[config.mk]
export PLATFORM = sky130hd
export DESIGN_NAME = dbg_bus_bridge_flat
export DESIGN_NICKNAME = d
export VERILOG_FILES = /design/src/rtl/dbg_bus_bridge_pkg.sv /design/src/rtl/dbg_bus_bridge_if.sv /design/src/rtl/dbg_bus_bridge.sv /design/src/flat_wrapper.sv
export SDC_FILE = /design/constraint.sdc
export NUM_CORES = 1
export LEC_CHECK = 0
export CAP_MARGIN = 20
export CORE_ASPECT_RATIO = 0.6
export CORE_MARGIN = 8
export CORE_UTILIZATION = 55
export CTS_CLUSTER_SIZE = 28
export DETAILED_ROUTE_END_ITERATION = 10
export PLACE_DENSITY = 0.84
export SLEW_MARGIN = 20
export SYNTH_ARGS = -nofsm -noshare
export SYNTH_HDL_FRONTEND = slang
export SYNTH_SLANG_ARGS = --single-unit
[constraint.sdc]
create_clock -name clk_i -period 4 [get_ports clk_i]
set_clock_uncertainty 0.15 [all_clocks]
set_input_delay 0.4 -clock clk_i [delete_from_list [all_inputs] [get_ports clk_i]]
set_output_delay 0.4 -clock clk_i [all_outputs]
set_load 0.005 [all_outputs]
[src/rtl/dbg_bus_bridge_pkg.sv]
// rtl/dbg_bus_bridge_pkg.sv - command/response codes, state and op encodings for the debug bus bridge
package dbg_bus_bridge_pkg;

  localparam logic [7:0] CMD_W   = 8'h57;
  localparam logic [7:0] CMD_R   = 8'h52;
  localparam logic [7:0] CMD_B   = 8'h42;
  localparam logic [7:0] RSP_OK  = 8'h2E;
  localparam logic [7:0] RSP_BAD = 8'h3F;
  localparam logic [7:0] RSP_TMO = 8'h21;

  typedef enum logic [3:0] {
    ST_IDLE,
    ST_ADDR_HI,
    ST_ADDR_LO,
    ST_ARG,
    ST_REQ,
    ST_BUS_ADDR,
    ST_BUS_WAIT,
    ST_RESP,
    ST_NEXT
  } state_e;

  typedef enum logic [1:0] {
    OP_NONE,
    OP_W,
    OP_R,
    OP_B
  } op_e;

  function automatic op_e decode_cmd(input logic [7:0] b);
    case (b)
      CMD_W:   return OP_W;
      CMD_R:   return OP_R;
      CMD_B:   return OP_B;
      default: return OP_NONE;
    endcase
  endfunction

endpackage

[src/rtl/dbg_bus_bridge_if.sv]
// rtl/dbg_bus_bridge_if.sv - byte rx/tx handshake plus CPU-style AB/DO/WE/DI bus for the debug bridge
interface dbg_bus_bridge_if;

  logic [7:0]  rx_data;
  logic        rx_valid;
  logic [7:0]  tx_data;
  logic        tx_valid;
  logic        tx_ready;
  logic        bus_req;
  logic        bus_gnt;
  logic [15:0] AB;
  logic [7:0]  DO;
  logic        WE;
  logic [7:0]  DI;
  logic        busy;

  modport master (
    input  rx_data, rx_valid, tx_ready, bus_gnt, DI,
    output tx_data, tx_valid, bus_req, AB, DO, WE, busy
  );

  modport slave (
    output rx_data, rx_valid, tx_ready, bus_gnt, DI,
    input  tx_data, tx_valid, bus_req, AB, DO, WE, busy
  );

endinterface

[src/rtl/dbg_bus_bridge.sv]
// rtl/dbg_bus_bridge.sv - serial-driven debug bus initiator (W/R/B commands)
// Optional DBG_TIMEOUT_EN: abort a partial command after TIMEOUT_CYCLES idle cycles.
module dbg_bus_bridge
  import dbg_bus_bridge_pkg::*;
#(
  parameter int unsigned READ_LATENCY   = 1,
  parameter int unsigned TIMEOUT_CYCLES = 1000000
) (
  input  logic              clk_i,
  input  logic              rst_ni,
  dbg_bus_bridge_if.master  bus
);

  localparam logic [1:0] RdLat = 2'(READ_LATENCY);

  state_e      state_q, state_d;
  op_e         op_q, op_d;
  op_e         rx_op;
  logic [15:0] addr_q, addr_d;
  logic [7:0]  data_q, data_d;
  logic [7:0]  cnt_q, cnt_d;
  logic [7:0]  txd_q, txd_d;
  logic [1:0]  lat_q, lat_d;
  logic        more_bytes;
  logic        tmo_hit;

`ifdef DBG_TIMEOUT_EN
  localparam int unsigned TmoW = $clog2(TIMEOUT_CYCLES + 1);
  localparam logic [TmoW-1:0] TmoLast = TmoW'(TIMEOUT_CYCLES - 1);

  logic [TmoW-1:0] tmo_q;
  logic            collect;

  assign collect = (state_q == ST_ADDR_HI) || (state_q == ST_ADDR_LO) || (state_q == ST_ARG);

  always_ff @(posedge clk_i or negedge rst_ni) begin
    if (!rst_ni) begin
      tmo_q <= '0;
    end else if (!collect || bus.rx_valid) begin
      tmo_q <= '0;
    end else begin
      tmo_q <= tmo_q + TmoW'(1);
    end
  end

  assign tmo_hit = collect && !bus.rx_valid && (tmo_q == TmoLast);
`else
  logic unused_tmo;
  assign unused_tmo = ^TIMEOUT_CYCLES;
  assign tmo_hit    = 1'b0;
`endif

  // Blocks hold the bus across the inter-byte RESP/NEXT gap; only the last byte releases it.
  assign more_bytes = (op_q == OP_B) && (cnt_q != 8'd0);

  always_comb begin
    state_d      = state_q;
    op_d         = op_q;
    addr_d       = addr_q;
    data_d       = data_q;
    cnt_d        = cnt_q;
    txd_d        = txd_q;
    lat_d        = lat_q;
    rx_op        = decode_cmd(bus.rx_data);
    bus.bus_req  = 1'b0;
    bus.AB       = 16'h0000;
    bus.DO       = 8'h00;
    bus.WE       = 1'b0;
    bus.tx_valid = 1'b0;

    case (state_q)
      ST_IDLE: begin
        if (bus.rx_valid) begin
          op_d = rx_op;
          if (rx_op == OP_NONE) begin
            txd_d   = RSP_BAD;
            state_d = ST_RESP;
          end else begin
            state_d = ST_ADDR_HI;
          end
        end
      end
      ST_ADDR_HI, ST_ADDR_LO, ST_ARG: begin
        if (tmo_hit) begin
          op_d    = OP_NONE;
          txd_d   = RSP_TMO;
          state_d = ST_RESP;
        end else if (bus.rx_valid) begin
          if (state_q == ST_ADDR_HI) begin
            addr_d[15:8] = bus.rx_data;
            state_d      = ST_ADDR_LO;
          end else if (state_q == ST_ADDR_LO) begin
            addr_d[7:0] = bus.rx_data;
            cnt_d       = 8'd0;
            state_d     = (op_q == OP_R) ? ST_REQ : ST_ARG;
          end else begin
            data_d  = bus.rx_data;
            cnt_d   = (op_q == OP_B) ? bus.rx_data : 8'd0;
            state_d = ST_REQ;
          end
        end
      end
      ST_REQ: begin
        bus.bus_req = 1'b1;
        if (bus.bus_gnt) begin
          state_d = ST_BUS_ADDR;
        end
      end
      ST_BUS_ADDR: begin
        bus.bus_req = 1'b1;
        if (bus.bus_gnt) begin
          bus.AB = addr_q;
          if (op_q == OP_W) begin
            bus.DO  = data_q;
            bus.WE  = 1'b1;
            txd_d   = RSP_OK;
            state_d = ST_RESP;
          end else begin
            lat_d   = 2'd1;
            state_d = ST_BUS_WAIT;
          end
        end
      end
      ST_BUS_WAIT: begin
        bus.bus_req = 1'b1;
        // Losing the grant mid-read restarts the address phase so DI is never sampled stale.
        if (!bus.bus_gnt) begin
          state_d = ST_BUS_ADDR;
        end else begin
          bus.AB = addr_q;
          if (lat_q == RdLat) begin
            txd_d   = bus.DI;
            state_d = ST_RESP;
          end else begin
            lat_d = lat_q + 2'd1;
          end
        end
      end
      ST_RESP: begin
        bus.tx_valid = 1'b1;
        bus.bus_req  = more_bytes;
        if (bus.tx_ready) begin
          state_d = more_bytes ? ST_NEXT : ST_IDLE;
        end
      end
      ST_NEXT: begin
        bus.bus_req = 1'b1;
        addr_d      = addr_q + 16'd1;
        cnt_d       = cnt_q - 8'd1;
        state_d     = ST_BUS_ADDR;
      end
      default: state_d = ST_IDLE;
    endcase
  end

  assign bus.tx_data = txd_q;
  assign bus.busy    = (state_q != ST_IDLE);

  always_ff @(posedge clk_i or negedge rst_ni) begin
    if (!rst_ni) begin
      state_q <= ST_IDLE;
      op_q    <= OP_NONE;
      addr_q  <= 16'h0000;
      data_q  <= 8'h00;
      cnt_q   <= 8'h00;
      txd_q   <= 8'h00;
      lat_q   <= 2'd0;
    end else begin
      state_q <= state_d;
      op_q    <= op_d;
      addr_q  <= addr_d;
      data_q  <= data_d;
      cnt_q   <= cnt_d;
      txd_q   <= txd_d;
      lat_q   <= lat_d;
    end
  end

endmodule

[src/flat_wrapper.sv]
// flat-port wrapper written by rule: the top's interface ports become plain ports
module dbg_bus_bridge_flat import dbg_bus_bridge_pkg::*;
#(
  parameter int unsigned READ_LATENCY   = 1,
  parameter int unsigned TIMEOUT_CYCLES = 1000000
)
  (clk_i, rst_ni, bus_rx_data, bus_rx_valid, bus_tx_ready, bus_bus_gnt, bus_DI, bus_tx_data, bus_tx_valid, bus_bus_req, bus_AB, bus_DO, bus_WE, bus_busy);
  dbg_bus_bridge_if bus_i ();
  input  logic clk_i;
  input  logic rst_ni;
  input wire logic [$bits(bus_i.rx_data)-1:0] bus_rx_data;
  input wire logic [$bits(bus_i.rx_valid)-1:0] bus_rx_valid;
  input wire logic [$bits(bus_i.tx_ready)-1:0] bus_tx_ready;
  input wire logic [$bits(bus_i.bus_gnt)-1:0] bus_bus_gnt;
  input wire logic [$bits(bus_i.DI)-1:0] bus_DI;
  output wire logic [$bits(bus_i.tx_data)-1:0] bus_tx_data;
  output wire logic [$bits(bus_i.tx_valid)-1:0] bus_tx_valid;
  output wire logic [$bits(bus_i.bus_req)-1:0] bus_bus_req;
  output wire logic [$bits(bus_i.AB)-1:0] bus_AB;
  output wire logic [$bits(bus_i.DO)-1:0] bus_DO;
  output wire logic [$bits(bus_i.WE)-1:0] bus_WE;
  output wire logic [$bits(bus_i.busy)-1:0] bus_busy;
  assign bus_i.rx_data = bus_rx_data;
  assign bus_i.rx_valid = bus_rx_valid;
  assign bus_i.tx_ready = bus_tx_ready;
  assign bus_i.bus_gnt = bus_bus_gnt;
  assign bus_i.DI = bus_DI;
  assign bus_tx_data = bus_i.tx_data;
  assign bus_tx_valid = bus_i.tx_valid;
  assign bus_bus_req = bus_i.bus_req;
  assign bus_AB = bus_i.AB;
  assign bus_DO = bus_i.DO;
  assign bus_WE = bus_i.WE;
  assign bus_busy = bus_i.busy;
  dbg_bus_bridge #(.READ_LATENCY(READ_LATENCY), .TIMEOUT_CYCLES(TIMEOUT_CYCLES)) u_core (.clk_i(clk_i), .rst_ni(rst_ni), .bus(bus_i));
endmodule
==> impl_metrics.json, run 1 <==
{
  "worstMarginPinSlew_ps": 1020,
  "pwr-share-clk": 0.164,
  "syn_area_um2": 3040,
  "violations": "negative hold slack",
  "pwr-share-comb": 0.448,
  "grt_usage": 0.212,
  "syn_inst": 337,
  "hold_ws_ps": -39.0,
  "nNetsFinal": 406,
  "synth-seq-area-share": 0.396,
  "setup_violations": 0,
  "drc": 0,
  "p_leak_nw": 1.49,
  "port-buffer-count": 56,
  "n_fill_cell": 419,
  "finalHoldViolCount": 48,
  "power_frac_seq": 0.388,
  "yosys_warnings": 0,
  "avgSynthCellArea_um2": 9.01,
  "start_kind": "register",
  "powerDensity_nw_per_um2": 633,
  "place_congestion": 0.953,
  "setup_tns_ps": 0,
  "synthFlopType": "dfrtp_1",
  "finalPower_mw": 2.35,
  "antenna_cells": 0,
  "worstPathRequired_ps": 3450,
  "drive_gt1_frac": 0.0809,
  "grt_max_degree": 49,
  "maxSlewViolCount": 0,
  "drt-initial-drc-count": 342,
  "antenna_found_initial": 0,
  "grt_pass1_vias": 2715,
  "worstSetupEndpointType": "output pin",
  "worst_slack_ps": 533,
  "worst-endpoint-arrival_ps": 2920,
  "period_share": 0.867,
  "ios": 57,
  "cp-startpoint": "u_core.state_q[2]",
  "wl_per_cell_um": 19.3,
  "design_area_um2": 3710,
  "dp_hpwl_mm": 6.26,
  "r2r_start": "u_core.state_q[1]",
  "viasPerCell": 6.58,
  "cts_buffers": 5,
  "antenna_left": 0,
  "rsz0062_at_grt": "false",
  "maxCapViolCount": 0,
  "max_freq_mhz": 288,
  "syn2layout_area_growth_pct": 22.0,
  "die_y_um": 73.6,
  "start_util": 0.558,
  "drtPass1Iterations": 5,
  "utilization": 0.681,
  "grt_overflow": 0,
  "cts_max_level": 2,
  "internal-power_mw": 1.41,
  "ir_worst_vdd_mv": 0.343,
  "num_vias": 2974,
  "relSlewSlack": 0.322,
  "tritoncts": "done",
  "syn_nets": 361,
  "die_area_um2": 8230,
  "worst-setup-path-type": "reg2out",
  "postCtsSetupBuffers": 0,
  "ctsHoldBuffers": 0,
  "worst_r2r_path_depth": 5,
  "ys_seq_elements": 48,
  "path_clk_slew_ps": 90,
  "row_count": 21,
  "synthArstFlopShare": 1.00,
  "worstSetupEndpoint": "bus_AB[3]",
  "postCtsResizedCells": 0,
  "p_sw_frac": 0.400,
  "status": "finished with violations",
  "pre_cts_ws_ps": 847,
  "clock_latency_ps": 300,
  "p_sw_mw": 0.938,
  "grt_pass1_wl_mm": 14.0,
  "clock_sinks": 48,
  "core_area_um2": 5440,
  "synth_cell_type_count": 60,
  "fin_crit_ps": 3470,
  "dpl_cell_area_um2": 3580,
  "r2r_setup_slack_ps": 1240,
  "die_w_um": 112,
  "clockBufferDepth": 2,
  "wirelength_mm": 8.74,
  "hp-class": "in2async",
  "cp_max_fo": 20,
  "cts_root_buf": "clkbuf_8",
  "synth_edf_count": 0,
  "reg2reg_to": "u_core.cnt_q[2]"
}
[registers in the layout, summed over array words and instances (netlist names)]
signal	count
u_core.op_q	2
u_core.cnt_q	8
u_core.state_q	4
u_core.lat_q	2
u_core.data_q	8
u_core.addr_q	16
u_core.bus.tx_data	8
[worst min-delay path by stage]
stage | startpoint | endpoint | slack, ps
global placement | u_core.lat_q[1] | u_core.lat_q[1] | 320
finish | rst_ni | u_core.bus.tx_data[2] | -40
detailed placement | u_core.bus.tx_data[5] | u_core.bus.tx_data[5] | 330
floorplan | rst_ni | u_core.addr_q[0] | -50
global route | rst_ni | u_core.bus.tx_data[2] | 5
CTS | rst_ni | u_core.bus.tx_data[2] | 190
[routing by layer]
layer | routed length [um] | global-route usage | vias up
met5 | 0 | 0 | -
met4 | 76 | 0.0496 | 0
met3 | 1060 | 0.0673 | 9
met2 | 3710 | 0.309 | 188
met1 | 3890 | 0.295 | 1438
li1 | - | - | 1339
[cells by family (layout without fill, tap and decap cells)]
| logic type | count (synthesis) | count (layout) | synth area share |
|---|---|---|---|
| AO/OA/AOI/OAI | 109 | 109 | 0.254 |
| adder cells (fa/ha/maj) | 3 | 3 | 0.0124 |
| buffers and inverters | 32 | 78 | 0.0532 |
| flip-flops | 48 | 48 | 0.396 |
| multiplexers | 12 | 12 | 0.0429 |
| AND/OR/NAND/NOR | 133 | 133 | 0.242 |
[critical path, cell delays in order, from the launching register on]
cell	delay [ps]
dfrtp_1	760
nand2b_1	390
a21oi_4	520
inv_1	190
nor3_1	220
clkdlybuf4s50_1	540
[cell usage after synthesis, drive strengths merged (4+ instances only)]
cell,number,area (um2)
mux2i,4,40.0
inv,12,45.0
a2bb2oi,4,35.0
o21a,10,75.1
and2,8,50.1
and3,17,106
nor2,25,93.8
nand3,11,55.1
nand2,24,97.6
a21oi,23,126
nand2b,8,50.1
o22ai,7,43.8
clkbuf,9,33.8
nor4,5,43.8
o21ai,26,130
dfrtp,48,1200
a21o,4,30.0
mux2,8,90.1
nand3b,7,52.6
nand4,5,31.3
nor2b,4,25.0
nor3,9,55.1
buf,11,82.6
or3,4,25.0
[per-stage QoR]
step	hold slack, ps	std cells
2_1_floorplan	-45.6	337
3_3_place_gp	323	444
3_5_place_dp	329	444
4_1_cts	191	452
5_1_grt	5.22	452
6_report	-39.0	452
[cell usage in the layout, fill, tap and decap left out, types with 3 or more instances in the layout]
cell type / instances
clkdlybuf4s50_1: 55
dfrtp_1: 48
nor2_1: 25
o21ai_0: 25
nand2_1: 23
a21oi_1: 22
and3_1: 17
inv_1: 12
nand3_1: 11
o21a_1: 10
nand2b_1: 8
and2_1: 8
mux2_2: 8
nand3b_1: 7
nor3_1: 7
o22ai_1: 7
clkbuf_8: 7
nand4_1: 5
or3_1: 4
mux2i_1: 4
nor2b_1: 4
a21o_1: 4
a2bb2oi_1: 4
o22a_1: 3
a22oi_1: 3
nor4_1: 3
a32oi_1: 3
ha_1: 3
buf_4: 3
[layout make-up]
| type | instances | area [um2] | share of cell area |
|---|---|---|---|
| multi-input combinational | 257 | 1670 | 0.452 |
| inverter | 12 | 45.0 | 0.0122 |
| timing repair buffer | 58 | 573 | 0.155 |
| clock inverter | 1 | 30.0 | 0.00810 |
| sequential | 48 | 1200 | 0.324 |
| clock buffer | 7 | 96.3 | 0.0260 |
| tap | 69 | 86.3 | 0.0233 |
[power groups by stage]
| stage | combinational [mW] | sequential [mW] | clock (mW) |
|---|---|---|---|
| floorplan | 0.775 | 0.801 | 0 |
| finish | 1.05 | 0.911 | 0.384 |
| global placement | 1.00 | 0.894 | 0 |
| CTS | 1.05 | 0.902 | 0.390 |
| detailed placement | 1.04 | 0.903 | 0 |
| global route | 1.15 | 0.939 | 0.407 |
(Power assumes the default switching activity.)
==> inputs of run 2 (changes only) <==
- HOLD_SLACK_MARGIN: not set -> 0.05
==> impl_metrics.json, run 2 (synthesis results as in run 1) <==
{
  "hp-class": "reg2reg",
  "top_register": "u_core.addr_q",
  "reg2reg_to": "u_core.cnt_q[2]",
  "cts_root_buf": "clkbuf_8",
  "ios": 57,
  "path_cells": "nand2b_1, a21oi_4, inv_1, nor3_1, clkdlybuf4s50_1",
  "rsz0062_at_grt": "false",
  "relSlewSlack": 0.303,
  "status": "finished clean",
  "p_leak_nw": 1.50,
  "n_fill_cell": 418,
  "wirelength_mm": 8.79,
  "die_w_um": 112,
  "wl_per_cell_um": 19.4,
  "grt_max_degree": 49,
  "cp-startpoint": "u_core.state_q[2]",
  "finalHoldViolCount": 0,
  "start_kind": "register",
  "worstMarginPinSlew_ps": 1050,
  "worst_slack_ps": 525,
  "drive_gt1_frac": 0.0807,
  "worst-setup-path-type": "reg2out",
  "start_util": 0.558,
  "clockBufferDepth": 2,
  "fin_crit_ps": 3480,
  "nNetsFinal": 407,
  "viasPerCell": 6.55,
  "critical-path-max-stage-delay_ps": 760,
  "path_buf_inv": 2,
  "grt_pass1_vias": 2715,
  "min_from": "u_core.bus.tx_data[1]",
  "antenna_found_initial": 0,
  "postCtsSetupBuffers": 0,
  "drc": 0,
  "antenna_left": 0,
  "syn2layout_area_growth_pct": 22.4,
  "die_area_um2": 8230,
  "place_congestion": 0.953,
  "grt_usage": 0.212,
  "seqCellArea_um2": 1200,
  "pre_cts_ws_ps": 847,
  "num_vias": 2965,
  "path_clk_slew_ps": 90,
  "port-buffer-count": 56,
  "drt-initial-drc-count": 350,
  "maxCapViolCount": 0,
  "powerDensity_nw_per_um2": 632,
  "row_count": 21,
  "most-common-layout-cells": "55 x clkdlybuf4s50_1, 48 x dfrtp_1, 25 x nor2_1, 25 x o21ai_0, 23 x nand2_1",
  "ir_worst_vdd_mv": 0.343,
  "core_area_um2": 5440,
  "final_common_cell": "clkdlybuf4s50_1",
  "crit_family": "flip-flops",
  "worstPathRequired_ps": 3450,
  "cts_buffers": 5,
  "worst_r2r_path_depth": 5,
  "r2r_start": "u_core.state_q[1]",
  "clock_latency_ps": 300,
  "max_freq_mhz": 288,
  "clock_sinks": 48,
  "cp_max_fo": 20,
  "maxSlewViolCount": 0,
  "antenna_cells": 0,
  "largest_reg_flops": 16,
  "slowest_stage": "dfrtp_1",
  "tritoncts": "done",
  "drtPass1Iterations": 5,
  "cp_num_cells": 5,
  "die_y_um": 73.6,
  "worstSetupEndpointType": "output pin",
  "cts_max_level": 2,
  "grt_overflow": 0,
  "setup_violations": 0,
  "setup_tns_ps": 0,
  "multiInputGateArea_um2": 1670,
  "worst-endpoint-arrival_ps": 2930,
  "dp_hpwl_mm": 6.26,
  "period_share": 0.869,
  "grt_pass1_wl_mm": 14.0,
  "worstSetupEndpoint": "bus_AB[3]",
  "r2r_setup_slack_ps": 1190
}
run 2: cell types whose count changed in the layout (fill, tap and decap cells not counted), sizes merged:
cell and change:
dlygate4sd3 +1
run 2: timing repair:
item / in CTS / in global routing
hold buffers: 0 / 1
setup endpoints to repair: 0 / 0
hold endpoints to repair: 0 / 48
resized for setup: 0 / 0
run 2: worst min path at each step:
| stage | to | cells after the start |
|---|---|---|
| floorplan | u_core.addr_q[0] | 0 |
| global placement | u_core.lat_q[1] | 1 |
| detailed placement | u_core.bus.tx_data[5] | 1 |
| CTS | u_core.bus.tx_data[2] | 1 |
| global route | u_core.data_q[4] | 1 |
| finish | u_core.bus.tx_data[1] | 1 |
run 2: power by group:
group	switching, mW	leakage, nW	internal [mW]
sequential	0.238	0.574	0.673
combinational	0.538	0.859	0.515
clock	0.166	0.0645	0.221
run 2: area by class of cell:
class	count	share of cell area
Clock buffer	7	0.0259
Tap cell	69	0.0232
Inverter	12	0.0121
Clock inverter	1	0.00808
Multi-Input combinational cell	257	0.451
Sequential cell	48	0.323
Timing Repair Buffer	59	0.157
run 2: routing by layer:
layer | vias up | share of wire | track usage
met4 | 0 | 0.0080 | 0.0496
met5 | - | 0 | 0
li1 | 1345 | - | -
met3 | 8 | 0.12 | 0.0673
met2 | 185 | 0.43 | 0.309
met1 | 1427 | 0.45 | 0.295
run 2: per-stage QoR:
| step | util | total power, mW | instance area [um2] | hold WS [ps] | std cells |
|---|---|---|---|---|---|
| 2_1_floorplan | - | 1.58 | 3040 | -45.6 | 337 |
| 6_report | 0.683 | 2.35 | 3720 | 344 | 453 |
| 5_1_grt | 0.683 | 2.50 | 3720 | 362 | 453 |
| 3_5_place_dp | 0.658 | 1.94 | 3580 | 329 | 444 |
| 3_3_place_gp | 0.658 | 1.90 | 3580 | 323 | 444 |
| 4_1_cts | 0.681 | 2.34 | 3700 | 191 | 452 |
